## config.mk

```make
export PLATFORM = sky130hd
export DESIGN_NAME = bg_scroller
export DESIGN_NICKNAME = d
export VERILOG_FILES = /design/src/rtl/bg_scroller.sv
export SDC_FILE = /design/constraint.sdc
export NUM_CORES = 1
export LEC_CHECK = 0
export ABC_AREA = 0
export CAP_MARGIN = 20
export CORE_ASPECT_RATIO = 1.25
export CORE_MARGIN = 10
export CORE_UTILIZATION = 58
export CTS_BUF_LIST = sky130_fd_sc_hd__clkbuf_4
export CTS_CLUSTER_DIAMETER = 100
export CTS_CLUSTER_SIZE = 25
export DETAILED_ROUTE_END_ITERATION = 7
export PLACE_DENSITY = 0.95
export SYNTH_ARGS = -nofsm -noshare
export SYNTH_HDL_FRONTEND = slang
export SYNTH_SLANG_ARGS = --single-unit
export TNS_END_PERCENT = 50
```

## constraint.sdc

```tcl
create_clock -name clk -period 4.28 [get_ports clk]
set_input_delay 0.642 -clock clk [delete_from_list [all_inputs] [get_ports clk]]
set_output_delay 0.642 -clock clk [all_outputs]
set_load 0.02 [all_outputs]
```

## src/rtl/bg_scroller.sv

```systemverilog
// Multi-slot background-object scroller: objects spawn at the right edge, move left one
// step per qualifying game tick and despawn once they would cross the left edge.
module bg_scroller #(
  parameter int unsigned CONV    = 0,
  parameter int unsigned NUM_OBJ = 3,
  parameter int unsigned MIN_GAP = 4,
  localparam int unsigned POS_W  = 10 - CONV
) (
  input  logic                     clk,
  input  logic                     rst_n,
  input  logic                     game_tick,
  input  logic                     enable,
  input  logic                     clear,
  input  logic [1:0]               speed,
  input  logic [7:0]               rng,
  output logic [NUM_OBJ*POS_W-1:0] obj_pos,
  output logic [NUM_OBJ-1:0]       obj_active,
  output logic [NUM_OBJ*2-1:0]     obj_kind
);

  localparam logic [4:0] GapLo = 5'(MIN_GAP);
  localparam logic [4:0] GapHi = 5'(2 * MIN_GAP);

  logic [POS_W-1:0]   pos_q  [NUM_OBJ];
  logic [POS_W-1:0]   pos_d  [NUM_OBJ];
  logic [1:0]         kind_q [NUM_OBJ];
  logic [1:0]         kind_d [NUM_OBJ];
  logic [NUM_OBJ-1:0] active_q, active_d;
  logic [4:0]         gap_q, gap_d;
  logic [POS_W-1:0]   step;
  logic [POS_W-1:0]   spawn_pos;
  logic               spawned;

  always_comb begin
    pos_d     = pos_q;
    kind_d    = kind_q;
    active_d  = active_q;
    gap_d     = gap_q;
    spawned   = 1'b0;
    step      = POS_W'({1'b0, speed}) + POS_W'(1);
    spawn_pos = {{(5 - CONV){1'b1}}, rng[6:2]};

    if (clear) begin
      for (int unsigned i = 0; i < NUM_OBJ; i++) begin
        pos_d[i]  = '0;
        kind_d[i] = '0;
      end
      active_d = '0;
      gap_d    = GapLo;
    end else if (game_tick && enable) begin
      for (int unsigned i = 0; i < NUM_OBJ; i++) begin
        if (active_q[i]) begin
          if (pos_q[i] >= step) begin
            pos_d[i] = pos_q[i] - step;
          end else begin
            pos_d[i]    = '0;
            kind_d[i]   = '0;
            active_d[i] = 1'b0;
          end
        end
      end

      // Eligibility uses the pre-tick flags, so a slot despawning now cannot respawn now.
      if (gap_q != 5'd0) begin
        gap_d = gap_q - 5'd1;
      end else begin
        for (int unsigned i = 0; i < NUM_OBJ; i++) begin
          if (!active_q[i] && !spawned) begin
            spawned     = 1'b1;
            pos_d[i]    = spawn_pos;
            kind_d[i]   = rng[1:0];
            active_d[i] = 1'b1;
            gap_d       = rng[7] ? GapHi : GapLo;
          end
        end
      end
    end
  end

  always_ff @(posedge clk) begin
    if (!rst_n) begin
      for (int unsigned i = 0; i < NUM_OBJ; i++) begin
        pos_q[i]  <= '0;
        kind_q[i] <= '0;
      end
      active_q <= '0;
      gap_q    <= '0;
    end else begin
      pos_q    <= pos_d;
      kind_q   <= kind_d;
      active_q <= active_d;
      gap_q    <= gap_d;
    end
  end

  always_comb begin
    obj_pos  = '0;
    obj_kind = '0;
    for (int unsigned i = 0; i < NUM_OBJ; i++) begin
      obj_pos[i*POS_W +: POS_W] = pos_q[i];
      obj_kind[i*2 +: 2]        = kind_q[i];
    end
    obj_active = active_q;
  end

endmodule

```

==> metrics.yaml <==
status: "finished, final reports clean"
core-area_mm2: 0.00473
drtIter0Drc: 339
power_frac_seq_pct: 52.4
hold_viol_final: 0
cts.clk_slew.worst_paths_ns: 0.14
synth.distinct_cells: 64
ys_warn_count: 0
rr_endpoint: "obj_pos[20]"
yosysSeqAreaShare_pct: 31.0
detail-route-antenna-nets: 0
clk_latency_ns: 0.38
tns_ns: 0
cp_common_cell: "ha_1"
grtUsageTotal_pct: 21.3
power.density_mw_per_mm2: 236
final_common_cell: "clkdlybuf4s50_1"
via_count: 3212
met3_length_um: 827
synth_cells: 364
synth-seq-cells: 44
clockBufferDepth: 2
fin_crit_sh_pct: 76.6
p_total_w: 0.000809
regToRegStartpoint: "gap_q[0]"
dp_hpwl_um: 6460
synth-main-ff-cell: "dfxtp_1"
synth_area_leader_cell: "dfxtp_1"
max_slew.worst_pin.slew_ns: 1.03
crit_required_ns: 4.56
endpoint: "obj_pos[25]"
max_slew_margin_pct: 31.0
cp_max_fo: 17
cpPeakStageDelay_ns: 0.73
ctsResizeCount: 0
rsz0062_at_grt: "no"
startpoint_type: "primary input"
h-tree-depth: 2
routed_via_density: 6.85
diodes: 0
fmax_mhz: 305
yosys-top-cells-area: "dfxtp_1 31%, a21oi_1 5.8%, ha_1 4.8%"
syn_area_mm2: 0.00284
ios: 54
antenna_found_initial: 0
numCtsBuffers: 5
cts_setup_buffers: 0
syn_area_per_cell_um2: 7.80
cts_root_buffer: "clkbuf_4"
wl_met2_um: 4210
hold_ws_ns: 0.474
dr.pass1.iters: 5
power.internal_w: 0.000546
nets: 434
worstPathCellList: "clkdlybuf4s50_1 > ha_1 > xnor2_1 > ha_1 > o311ai_0 > nand2_1 > a211oi_1 > o22ai_1"
grt_pass1_vias: 2991
irDropWorstVdd_uv: 213
area_growth_pct: 21.0
die_height_um: 98.2
p_switching_w: 0.000264
p_leak_nw: 1.16
clkSinkCount: 44
wl_met1_um: 3380
worst-r2r-cell-count: 7
synth-edff-count: 0
switching_share_pct: 32.6
gp_congestion: 0.978
postCtsHoldBufs: 0
io_buffers: 53
num_rows: 28
r2r_slack_ns: 1.73
finalClockSkew_ns: 0.0142
overflow: 0
die_area_mm2: 0.00811
cap_viol_max_count: 0
clockPowerShare_pct: 25.2
power_frac_comb_pct: 22.4
start_util_pct: 60.0
synth_nets: 390
drcViolationCount: 0
worstSetupEndpointType: "flop"
routed_wl_um: 8820
drv_slew: 0
layout_common_cells: "53 x clkdlybuf4s50_1, 44 x dfxtp_1, 33 x a21oi_1"
final_layout_size_suffix_gt1_share_pct: 5.62
min_period_ns: 3.28
post_drt_wl_per_cell_um: 18.8
setup_viol: 0
die_x_um: 82.6
cp-startpoint: "speed[0]"
final.fill_count: 382
min_from: "gap_q[4]"
yosys.area.top_type_share_pct: 31.0
grt_start_max_net_pins: 28
critPathSlowestCell: "o311ai_0"
grt_pass1_wl_um: 14200
regArea_um2: 881
highest_layer: "met4"
criticalPathCategory: "in2reg"
synthArstFlopShare_pct: 0
hp-class: "reg2reg"
multi_input_comb_area_mm2: 0.00182
cp.arrival_ns: 3.55
cts_tree: "yes"
-- layout make-up --
| class | instances | share of cell area [%] |
|---|---|---|
| Clock inverter | 3 | 0.401 |
| Clock buffer | 5 | 1.09 |
| Sequential cell | 44 | 25.6 |
| Inverter | 14 | 1.53 |
| Timing Repair Buffer | 56 | 16.2 |
| Multi-Input combinational cell | 287 | 52.9 |
| Tap cell | 60 | 2.19 |
-- sequential cells by signal, indices dropped and copies added, names as in the netlist --
name	count
obj_pos	30
gap_q	5
obj_active	3
obj_kind	6
-- critical path, delay by kind of cell --
family | cells | cell delay (ns)
AO/OA/AOI/OAI | 3 | 1.15
buffers and inverters | 1 | 0.42
AND/OR/NAND/NOR | 1 | 0.33
XOR/XNOR | 1 | 0.13
adder cells (fa/ha/maj) | 2 | 0.88
-- power by group through the flow --
stage / clock (W) / sequential, W / combinational, W
after floorplan: 0 / 0.000436 / 0.000114
after global placement: 0 / 0.000433 / 0.000170
after detailed placement: 0 / 0.000433 / 0.000174
after CTS: 0.000207 / 0.000424 / 0.000176
after global routing: 0.000219 / 0.000425 / 0.000197
final: 0.000204 / 0.000424 / 0.000181
-- routing by layer --
metal	vias to the layer above	global-route usage [%]
met5	-	0
met4	0	11.9
met3	48	4.77
met2	194	34.1
met1	1479	25.3
li1	1491	-
-- stage by stage --
step	cells	setup slack [ns]	utilization [%]	instance area, µm²
6_report	469	1.00	72.6	3430
5_1_grt	469	0.764	72.6	3430
4_1_cts	468	1.05	72.4	3420
3_5_place_dp	460	0.656	71.3	3370
3_3_place_gp	460	0.756	71.3	3370
2_1_floorplan	364	1.31	-	2840
-- worst min-delay path by stage --
stage / end / depth (start not counted) / slack [ns]
floorplan: gap_q[4] / 2 / 0.43
global placement: gap_q[4] / 2 / 0.44
detailed placement: gap_q[4] / 2 / 0.45
CTS: gap_q[4] / 2 / 0.47
global route: obj_kind[3] / 2 / 0.51
finish: gap_q[4] / 2 / 0.47
-- kinds of logic (layout without fill, tap and decap cells) --
group           Yosys count  after routing  synth area share, %
compound gates          127            127                 29.4
xor+xnor                  3              3                0.926
fa+ha+maj                11             11                 4.85
buf+inv                  33             78                 4.94
flops                    44             44                 31.0
mux                       4              4                 1.41
simple gates            142            142                 27.5
-- synth_stat cells (8+ instances only) --
master    instances
dfxtp_1          44
a21oi_1          33
nand2_1          32
o21ai_0          24
nor2_1           20
a31oi_1          18
nand3_1          17
nor3_1           15
inv_1            14
clkbuf_1         11
ha_1             11
nand4_1           9
nor2b_1           8
or3_1             8
Note: power is estimated with default switching activity, not from simulation.
